**src/rtl/pixel_pkg.sv**
```systemverilog
// Shared types and defaults for the pixel batch packer.
// Holds the packer FSM state type, default lane/batch sizes and colour lane indices.
package pixel_pkg;

  localparam int unsigned DEF_COLOR_COUNT = 3;
  localparam int unsigned DEF_BATCH_SIZE  = 8;

  localparam int unsigned RED   = 0;
  localparam int unsigned GREEN = 1;
  localparam int unsigned BLUE  = 2;

  typedef enum logic [1:0] {
    WAIT_FRAME,
    WAIT_LINE,
    PACK
  } state_t;

endpackage

```
**src/rtl/batch_lane_packer.sv**
```systemverilog
// One colour lane of the batch packer: byte capture slots plus the batch output register.
// Ports:
//   clk, rst  - pixel clock, synchronous active-high reset
//   i_wr      - store i_pixel into slot i_slot this cycle
//   i_slot    - capture slot index
//   i_pixel   - lane byte of the current pixel
//   i_valid   - per-slot mask of bytes belonging to the batch being emitted
//   i_load    - load the assembled batch into the output register
//   o_data    - batch word, slot k at [k*8+7:k*8]
module batch_lane_packer
  import pixel_pkg::*;
#(
  parameter int unsigned BATCH_SIZE = DEF_BATCH_SIZE
) (
  input  logic                          clk,
  input  logic                          rst,
  input  logic                          i_wr,
  input  logic [$clog2(BATCH_SIZE)-1:0] i_slot,
  input  logic [7:0]                    i_pixel,
  input  logic [BATCH_SIZE-1:0]         i_valid,
  input  logic                          i_load,
  output logic [BATCH_SIZE*8-1:0]       o_data
);

  localparam int unsigned SLOT_W = $clog2(BATCH_SIZE);

  logic [BATCH_SIZE-1:0][7:0] r_slots;
  logic [BATCH_SIZE*8-1:0]    r_data;
  logic [BATCH_SIZE*8-1:0]    w_batch;

  // Bypass the pixel being written this cycle so the final pixel lands in the emitted word;
  // slots outside the valid mask are stale from earlier batches and are zeroed.
  always_comb begin
    w_batch = '0;
    for (int k = 0; k < BATCH_SIZE; k++) begin
      if (i_valid[k]) begin
        w_batch[k*8 +: 8] = (i_wr && (i_slot == SLOT_W'(k))) ? i_pixel : r_slots[k];
      end
    end
  end

  always_ff @(posedge clk) begin
    if (rst) begin
      r_slots <= '0;
      r_data  <= '0;
    end else begin
      if (i_wr) begin
        r_slots[i_slot] <= i_pixel;
      end
      if (i_load) begin
        r_data <= w_batch;
      end
    end
  end

  assign o_data = r_data;

endmodule

```
**src/rtl/pixel_batch_packer.sv**
```systemverilog
// Packs the decoded HDMI pixel stream into per-colour batch words for the pixel ring buffer.
// Ports:
//   clk, rst          - pixel clock, synchronous active-high reset
//   I_de, I_vsync     - active-video enable, vertical sync (frame starts on vsync rise)
//   I_rgb             - pixel, lane c at [c*8+7:c*8]
//   I_buffer_full     - ring buffer cannot take a write; a batch emitted now is dropped
//   O_new_data        - one-cycle write strobe
//   O_pixel_data      - batch word per lane
//   O_first_of_frame  - strobe qualifier: first batch of the frame
//   O_first_of_line   - strobe qualifier: first batch of the line
//   O_line_index      - line of the emitted batch
//   O_overflow        - sticky dropped-batch flag
//   O_drop_count      - saturating dropped-batch count
module pixel_batch_packer #(
  parameter int unsigned COLOR_COUNT = pixel_pkg::DEF_COLOR_COUNT,
  parameter int unsigned BATCH_SIZE  = pixel_pkg::DEF_BATCH_SIZE,
  parameter int unsigned LINE_W      = 11
) (
  input  logic                                     clk,
  input  logic                                     rst,
  input  logic                                     I_de,
  input  logic                                     I_vsync,
  input  logic [COLOR_COUNT*8-1:0]                 I_rgb,
  input  logic                                     I_buffer_full,
  output logic                                     O_new_data,
  output logic [COLOR_COUNT-1:0][BATCH_SIZE*8-1:0] O_pixel_data,
  output logic                                     O_first_of_frame,
  output logic                                     O_first_of_line,
  output logic [LINE_W-1:0]                        O_line_index,
  output logic                                     O_overflow,
  output logic [15:0]                              O_drop_count
);

  import pixel_pkg::*;

  localparam int unsigned SLOT_W = $clog2(BATCH_SIZE);

  state_t              r_state, w_state_next;
  logic                r_vsync_prev;
  logic [SLOT_W-1:0]   r_slot, w_slot_next;
  logic [LINE_W-1:0]   r_line, w_line_next;
  logic                r_pend_frame, w_pend_frame_next;
  logic                r_pend_line, w_pend_line_next;
  logic                r_new_data, r_first_frame, r_first_line, r_overflow;
  logic [LINE_W-1:0]   r_line_index;
  logic [15:0]         r_drop_count;

  logic                w_frame_start;
  logic                w_wr;
  logic                w_emit;
  logic                w_load;
  logic [SLOT_W:0]     w_fill;
  logic [BATCH_SIZE-1:0] w_valid;

  assign w_frame_start = I_vsync & ~r_vsync_prev;

  always_comb begin
    w_state_next      = r_state;
    w_slot_next       = r_slot;
    w_line_next       = r_line;
    w_pend_frame_next = r_pend_frame;
    w_pend_line_next  = r_pend_line;
    w_wr              = 1'b0;
    w_emit            = 1'b0;
    case (r_state)
      WAIT_FRAME: begin
        if (w_frame_start) begin
          w_state_next      = WAIT_LINE;
          w_slot_next       = '0;
          w_line_next       = '0;
          w_pend_frame_next = 1'b1;
        end
      end
      WAIT_LINE: begin
        if (w_frame_start) begin
          w_slot_next       = '0;
          w_line_next       = '0;
          w_pend_frame_next = 1'b1;
        end else if (I_de) begin
          w_wr             = 1'b1;
          w_slot_next      = SLOT_W'(1);
          w_pend_line_next = 1'b1;
          w_state_next     = PACK;
        end
      end
      PACK: begin
        // Frame start wins over a same-cycle DE fall: the partial batch is discarded.
        if (w_frame_start) begin
          w_state_next      = WAIT_LINE;
          w_slot_next       = '0;
          w_line_next       = '0;
          w_pend_frame_next = 1'b1;
        end else if (I_de) begin
          w_wr = 1'b1;
          if (r_slot == SLOT_W'(BATCH_SIZE - 1)) begin
            w_emit      = 1'b1;
            w_slot_next = '0;
          end else begin
            w_slot_next = r_slot + SLOT_W'(1);
          end
        end else begin
          w_emit       = (r_slot != '0);
          w_slot_next  = '0;
          w_line_next  = r_line + LINE_W'(1);
          w_state_next = WAIT_LINE;
        end
      end
      default: w_state_next = WAIT_FRAME;
    endcase
    // Pending flags clear on every emit, including a dropped one.
    if (w_emit) begin
      w_pend_frame_next = 1'b0;
      w_pend_line_next  = 1'b0;
    end
  end

  // Bytes in the emitted batch: slots already filled plus the one written this cycle.
  always_comb begin
    w_fill = {1'b0, r_slot} + (SLOT_W + 1)'(w_wr);
    for (int k = 0; k < BATCH_SIZE; k++) begin
      w_valid[k] = ((SLOT_W + 1)'(k) < w_fill);
    end
  end

  assign w_load = w_emit & ~I_buffer_full;

  always_ff @(posedge clk) begin
    if (rst) begin
      r_state       <= WAIT_FRAME;
      r_vsync_prev  <= 1'b0;
      r_slot        <= '0;
      r_line        <= '0;
      r_pend_frame  <= 1'b0;
      r_pend_line   <= 1'b0;
      r_new_data    <= 1'b0;
      r_first_frame <= 1'b0;
      r_first_line  <= 1'b0;
      r_line_index  <= '0;
      r_overflow    <= 1'b0;
      r_drop_count  <= '0;
    end else begin
      r_state      <= w_state_next;
      r_vsync_prev <= I_vsync;
      r_slot       <= w_slot_next;
      r_line       <= w_line_next;
      r_pend_frame <= w_pend_frame_next;
      r_pend_line  <= w_pend_line_next;
      r_new_data   <= w_load;
      if (w_load) begin
        r_first_frame <= r_pend_frame;
        r_first_line  <= r_pend_line;
        r_line_index  <= r_line;
      end
      if (w_emit && I_buffer_full) begin
        r_overflow <= 1'b1;
        if (r_drop_count != 16'hFFFF) begin
          r_drop_count <= r_drop_count + 16'd1;
        end
      end
    end
  end

  for (genvar c = 0; c < COLOR_COUNT; c++) begin : g_lane
    batch_lane_packer #(
      .BATCH_SIZE(BATCH_SIZE)
    ) u_lane (
      .clk    (clk),
      .rst    (rst),
      .i_wr   (w_wr),
      .i_slot (r_slot),
      .i_pixel(I_rgb[c*8 +: 8]),
      .i_valid(w_valid),
      .i_load (w_load),
      .o_data (O_pixel_data[c])
    );
  end

  assign O_new_data       = r_new_data;
  assign O_first_of_frame = r_first_frame;
  assign O_first_of_line  = r_first_line;
  assign O_line_index     = r_line_index;
  assign O_overflow       = r_overflow;
  assign O_drop_count     = r_drop_count;

endmodule

```
**config.mk**
```make
export PLATFORM = sky130hd
export DESIGN_NAME = pixel_batch_packer
export DESIGN_NICKNAME = d
export VERILOG_FILES = /design/src/rtl/pixel_pkg.sv /design/src/rtl/batch_lane_packer.sv /design/src/rtl/pixel_batch_packer.sv
export SDC_FILE = /design/constraint.sdc
export NUM_CORES = 1
export LEC_CHECK = 0
export BUFFER_PORTS_ARGS = -buffer_cell sky130_fd_sc_hd__buf_2
export CAP_MARGIN = 20
export CORE_MARGIN = 2
export CORE_UTILIZATION = 50
export CTS_CLUSTER_DIAMETER = 50
export DETAILED_ROUTE_END_ITERATION = 8
export GPL_ROUTABILITY_DRIVEN = 0
export PLACE_DENSITY = 0.72
export SLEW_MARGIN = 20
export SYNTH_ARGS = -nofsm -noshare
export SYNTH_HDL_FRONTEND = slang
export SYNTH_HIERARCHICAL = 1
export SYNTH_SLANG_ARGS = --single-unit
```
**constraint.sdc**
```tcl
create_clock -name clk -period 5.1 [get_ports clk]
set_clock_uncertainty 0.1 [all_clocks]
set_input_delay 1.275 -clock clk [delete_from_list [all_inputs] [get_ports clk]]
set_output_delay 1.275 -clock clk [all_outputs]
set_load 0.02 [all_outputs]
```
==> results of run 1 <==
==> per-layer routing <==
layer	routed length (µm)	global-route usage, %
met5	7	0
met1	16700	30.0
met2	17300	36.7
met4	639	5.75
met3	2570	5.23
==> power by group <==
| group | leakage, nW | internal, mW | total, mW | switching [mW] |
|---|---|---|---|---|
| registers | 3.50 | 3.43 | 3.45 | 0.0241 |
| clock network | 0.748 | 1.98 | 3.28 | 1.29 |
| logic | 3.71 | 0.133 | 0.398 | 0.265 |
| total | 7.95 | 5.55 | 7.13 | 1.58 |
==> per-stage QoR <==
| step | cells | util, % | hold WS [ns] |
|---|---|---|---|
| finish | 2207 | 59.8 | 0.344 |
| global route | 2207 | 59.8 | 0.363 |
| CTS | 2207 | 59.8 | 0.348 |
| detailed placement | 2127 | 54.7 | 0.338 |
| global placement | 2127 | 54.7 | 0.330 |
| floorplan | 1566 | - | 0.355 |
==> placed cells by master (no fill, tap or decap), drive strengths merged, types with 2 or more instances in the layout <==
master    Yosys  layout
xnor2         5       5
nand4        15      15
and4bb        9       9
nor2        237     237
dfxtp       434     434
or3          11      11
a21o          2       2
and3          3       3
o2111ai       2       2
nor2b         7       7
ha           11      11
nand4b        9       9
or4           6       6
o21ai       204     204
clkinvlp      0       2
nor3          4       4
clkbuf       38      65
nor4b         3       3
buf          59     262
mux2i       209     209
nand3        11      11
xor2          7       7
a21oi        22      22
nand2b        4       4
and4          2       2
inv          11      13
clkinv        0       8
o31ai         3       3
nand2       227     227
bufinv        0       3
==> cell type report <==
class	instances	area share [%]
Sequential cell	434	47.8
Multi-Input combinational cell	1024	33.3
Timing Repair Buffer	262	7.53
Clock buffer	65	7.38
Tap cell	396	2.72
Clock inverter	15	0.998
Inverter	11	0.227
==> state kept, by name, summed over array words and instances, names as in the netlist <==
signal                 flops
O_first_of_frame           1
r_line                    11
r_vsync_prev               1
r_slot                     3
r_pend_line                1
O_new_data                 1
O_first_of_line            1
O_line_index              11
g_lane.u_lane/o_data     192
O_overflow                 1
g_lane.u_lane/r_slots    192
r_state                    2
O_drop_count              16
r_pend_frame               1
==> how the worst max path moves through the flow <==
stage | startpoint | to | cells past startpoint
after CTS | I_vsync | g_lane[1].u_lane/o_data[54] | 11
after detailed placement | I_vsync | g_lane[1].u_lane/o_data[54] | 11
after global placement | I_vsync | g_lane[1].u_lane/o_data[54] | 11
after global routing | I_vsync | g_lane[2].u_lane/o_data[53] | 11
after floorplan | I_vsync | g_lane[0].u_lane/o_data[10] | 8
final | I_vsync | g_lane[1].u_lane/o_data[54] | 11
==> critical path, stage by stage <==
cell and delay [ns]:
buf_2 0.11, nand2b_1 0.23, and3_1 0.20, buf_4 0.30, ha_1 0.24, nand3_1 0.13
inv_1 0.27, nor2_1 0.17, a21oi_1 0.38, nand2_1 0.30, o21ai_0 0.23
==> cells by family (layout without fill, tap and decap cells) <==
group | after synthesis | after routing | share of synthesized area, %
simple gates | 552 | 552 | 15.8
flops | 434 | 434 | 56.5
compound gates | 239 | 239 | 8.19
mux | 210 | 210 | 13.7
buf+inv | 108 | 353 | 4.26
xor+xnor | 12 | 12 | 0.684
fa+ha+maj | 11 | 11 | 0.895
==> impl_results.md, run 1 <==
* Worst slack, placed at 1.05 ns
* Pwr per Cell Area at 392 nW/µm²
* Area contributors post-synth: dfxtp_1 57%, mux2i_1 14%, nor2_1 5.8%
* Final worst slack at 1.59 ns
* Period utilization at 68.9%
* Initial drt markers at about 730
* CP arrival at 3.86 ns
* DIE HEIGHT at 179 µm
* Detailed Route WL at 37.2 mm
* Fillers at 2606
* Clock buffer count from CTS at 44
* Drt first pass iters at 5
* Hold Crit Depth at 2
* Worst hold start: g_lane[0].u_lane/o_data[33]
* Syn Inst Count at approximately 1.6k
* DRC at 0
* Min cycle time layout at 3.51 ns
* Post-route setup TNS at 0 ns
* Core Region at 30400 µm²
* Total power at 7.13 mW
* CTS tree: built
* Number of placed I/O pins at about 250
* Starting Density at 50.5%
* All-Layer GR Usage at between 20 and 25%
* EDFF count, synth at 0
* Reg-to-reg startpoint: r_slot[1]
* CP max FO at 25
* FF/Latch Area at 8690 µm²
* Maximum VDD drop at 0.242 mV
* Final HPWL DP at between 20 and 25 mm
* First-pass GRT wire length at 57.3 mm
* Seq/Total Area, Yosys at 56.5%
* Synth Cell Area at 15400 µm²
* Post-CTS sizing at 0
* Lkg Pwr at 7.95 nW
* FF-to-FF setup slack at 1.75 ns
* Worst slew pin tran at 0.788 ns
* Vias in the first global route at 10.7k
* Placed cell area at between 15000 and 20000 µm²
* Yosys cell types at 46
* CP startpoint kind: primary input
* Post-route ant nets at 0
* Root Driver: clkbuf_16
* Clock Tree Buf Depth at 3
* Mapped Avg Cell Area at a little under 10 µm²
* Worst flop-to-flop path endpoint: g_lane[0].u_lane/o_data[41]
* Share of cells above drive strength 1 at 19.8%
* Synth Flop Type: dfxtp_1
* NumNets Final at 1817
* Status: finished, final reports clean
* Asr flop ratio synth at 0%
* Commonest cells post-synth: 434 x dfxtp_1, 237 x nor2_1, 227 x nand2_1
* Initial antenna violation count at 1
* Min-Delay Endpoint: g_lane[0].u_lane/o_data[33]
* Largest net degree at the start of global routing at 169
* Port-buffer cells at between 200 and 300
* Clock Sinks at 434
* WS Path Type: in -> reg
* Max Cap Violations at 0
* Syn nets at 1606
* Vias at 11.7k
* Slew Limit Fails at 0
* Vias per cell at 5.28
* Clock-pin slew on the worst setup and hold paths at approximately 0.060 ns
* YS warnings at 6
* Area of the multi-input gates at 6060 µm²
* Die area at approximately 32000 µm²
* HP Class: reg -> reg
* FF-to-FF path depth at 8
* Average wire per standard cell at 16.9 µm
* FMAX at 285 MHz
* Die width at 179 µm
* Final hold vios at 0
* Post-CTS Setup Bufs at 0
* CP Data Required Time at 5.45 ns
* Clock latency on the worst-skew pair at about 0.53 ns
* Final Setup Violations at 0
* Final instance area at about 18000 µm²
* RSZ-0062 raised after global routing: false
* #FFs+latches synth at ~430
* Top-count cell post-synth: dfxtp_1
* Grt total ovfl at 0
* Area growth, synth to finish at 18.3%
* Leading area contributor after synthesis: dfxtp_1
* # hold bufs at CTS at 0
* FP Rows at 64
* H-tree levels at 2
* Ant. Diodes at 0
* Kind of end point of the critical path: flip-flop
* Synth top area share at between 50 and 60%
* Rel. slew slack at 47.5%
No activity file was read; power rests on OpenSTA's default activity.
==> run 2, diff against run 1 <==
==> constraint.sdc (replaced) <==
create_clock -name clk -period 3.3 [get_ports clk]
set_clock_uncertainty 0.1 [all_clocks]
set_input_delay 0.825 -clock clk [delete_from_list [all_inputs] [get_ports clk]]
set_output_delay 0.825 -clock clk [all_outputs]
set_load 0.02 [all_outputs]
==> impl_results.md, run 2 (synthesized netlist as in run 1, its figures left out) <==
* Status: finished, final reports clean
* Fillers at 2630 (+0.92%)
* Root Driver: clkbuf_16
* Vias per cell at 5.29 (+0.20%)
* Ant. Diodes at 0 (unchanged)
* Min cycle time layout at 3.22 ns
* DIE HEIGHT at 179 µm (unchanged)
* Final worst slack at 0.0774 ns (-1.51 ns)
* Core Region at 30400 µm² (unchanged)
* # hold bufs at CTS at 0 (unchanged)
* CP max FO at 8 (-68%)
* Port-buffer cells at 251 (unchanged)
* DRC at 0 (unchanged)
* CP arrival at 3.57 ns (-0.29 ns)
* Pwr per Cell Area at 615 nW/µm² (+57%)
* Rel. slew slack at 47.4% (about the same)
* Most frequent cells in the layout: 433 x dfxtp_1, 250 x buf_2, 234 x nor2_1
* Final HPWL DP at 24.9 mm (+1.4%)
* Slew Limit Fails at 0 (unchanged)
* Share of cells above drive strength 1 at 20.3% (+0.49 points)
* Hold Crit Depth at 2 (unchanged)
* FMAX at 310 MHz
* Die area at 32200 µm² (unchanged)
* Clock latency on the worst-skew pair at 0.54 ns (about the same)
* H-tree levels at 2 (unchanged)
* CP Data Required Time at 3.65 ns (-1.80 ns)
* Commonest non-fill, non-tap cell in the layout: dfxtp_1
* Worst slack, placed at -0.100 ns (-1.15 ns)
* Kind of end point of the critical path: flip-flop
* Maximum VDD drop at 0.425 mV (+75%)
* Fin util at 60.2% (+0.49 points)
* Initial antenna violation count at 0 (-1)
* FF-to-FF path depth at 10 (+2)
* Post-CTS Setup Bufs at 0 (unchanged)
* Area growth, synth to finish at 19.2%
* Grt total ovfl at 0 (unchanged)
* Post-CTS sizing at 0 (unchanged)
* HP Class: reg -> reg
* Period utilization at just under 100%
* All-Layer GR Usage at 22.8% (+0.39 points)
* Average wire per standard cell at 17.0 µm (+0.80%)
* Min-Delay Endpoint: g_lane[0].u_lane/o_data[34]
* Final Setup Violations at 0 (unchanged)
* First-pass GRT wire length at 58.2 mm (+1.4%)
* Vias at 11.8k (+0.88%)
* Final hold vios at 0 (unchanged)
* Drt first pass iters at 5 (unchanged)
* WS Path Type: reg -> reg
* Clock buffer count from CTS at 45 (+2.3%)
* Clock-pin slew on the worst setup and hold paths at 0.06 ns (about the same)
* Largest net degree at the start of global routing at 74 (-56%)
* CP startpoint kind: flip-flop
* Max Cap Violations at 0 (unchanged)
* Number of placed I/O pins at 252 (unchanged)
* Starting Density at 50.5% (unchanged)
* Detailed Route WL at 37.8 mm (+1.5%)
* Lkg Pwr at 8.04 nW (+1.1%)
* Worst slew pin tran at 0.789 ns (+0.000493 ns)
* Clock Tree Buf Depth at 3 (unchanged)
* Post-route ant nets at 0 (unchanged)
* Reg-to-reg startpoint: r_state[1]
* CTS tree: built
* Die width at 179 µm (unchanged)
* FP Rows at 64 (unchanged)
* Worst flop-to-flop path endpoint: g_lane[0].u_lane/o_data[38]
* NumNets Final at 1829 (+0.66%)
* Initial drt markers at 669 (-7.7%)
* Clock Sinks at 434 (unchanged)
* RSZ-0062 raised after global routing: true
* Worst hold start: g_lane[0].u_lane/o_data[34]
* FF-to-FF setup slack at 0.08 ns (-1.67 ns)
* Vias in the first global route at 10.7k (+0.82%)
==> run 2: worst max-delay path, cell delays in order, from the launching register on <==
cell and delay (ns):
dfxtp_1 0.41, inv_1 0.10, ha_1 0.34, and3_1 0.19, ha_1 0.17, nand3_1 0.12, inv_1 0.35, nor2_1 0.19
a21oi_1 0.53, nand2_1 0.38, o21ai_1 0.26
==> run 2: worst max path at each step <==
stage                from                     endpoint  depth (start not counted)
2_1_floorplan     I_vsync  g_lane[0].u_lane/o_data[10]                          8
3_3_place_gp      I_vsync  g_lane[0].u_lane/o_data[34]                         10
3_5_place_dp         I_de  g_lane[1].u_lane/o_data[51]                          9
4_1_cts        r_state[1]  g_lane[1].u_lane/o_data[51]                         10
5_1_grt        r_state[1]  g_lane[1].u_lane/o_data[51]                         10
6_report       r_state[1]  g_lane[0].u_lane/o_data[38]                         10
==> run 2: per-layer routing <==
metal,up-vias,GRT usage [%],wire (µm)
met4,0,7.39,852
met5,-,0,0
li1,5724,-,-
met3,65,4.43,2390
met1,5633,31.2,17000
met2,339,36.4,17500
==> run 2: report_power, final <==
group	internal (mW)	total, mW	leakage, nW	switching [mW]
sequential	5.30	5.33	3.50	0.0352
combinational	0.212	0.628	3.76	0.416
clock	3.26	5.30	0.784	2.04
total	8.77	11.3	8.04	2.49
==> run 2: cell type report <==
| class | instances | area [µm²] | area share [%] |
|---|---|---|---|
| timing repair buffer | 273 | 1450 | 7.92 |
| clock inverter | 16 | 225 | 1.23 |
| clock buffer | 68 | 1370 | 7.45 |
| sequential | 434 | 8690 | 47.4 |
| multi-input combinational | 1024 | 6060 | 33.1 |
| inverter | 11 | 41.3 | 0.225 |
| tap | 396 | 495 | 2.70 |
==> run 2: stage by stage <==
stage | instances | instance area, µm² | total power, mW | hold slack, ns | setup TNS, ns
after CTS | 2222 | 18300 | 11.4 | 0.346 | 0
after floorplan | 1566 | 15400 | 5.91 | 0.355 | 0
after global routing | 2222 | 18300 | 11.7 | 0.362 | -2.33
final | 2222 | 18300 | 11.3 | 0.345 | 0
after global placement | 2138 | 16700 | 6.06 | 0.331 | -0.125
after detailed placement | 2138 | 16700 | 6.08 | 0.337 | -2.05
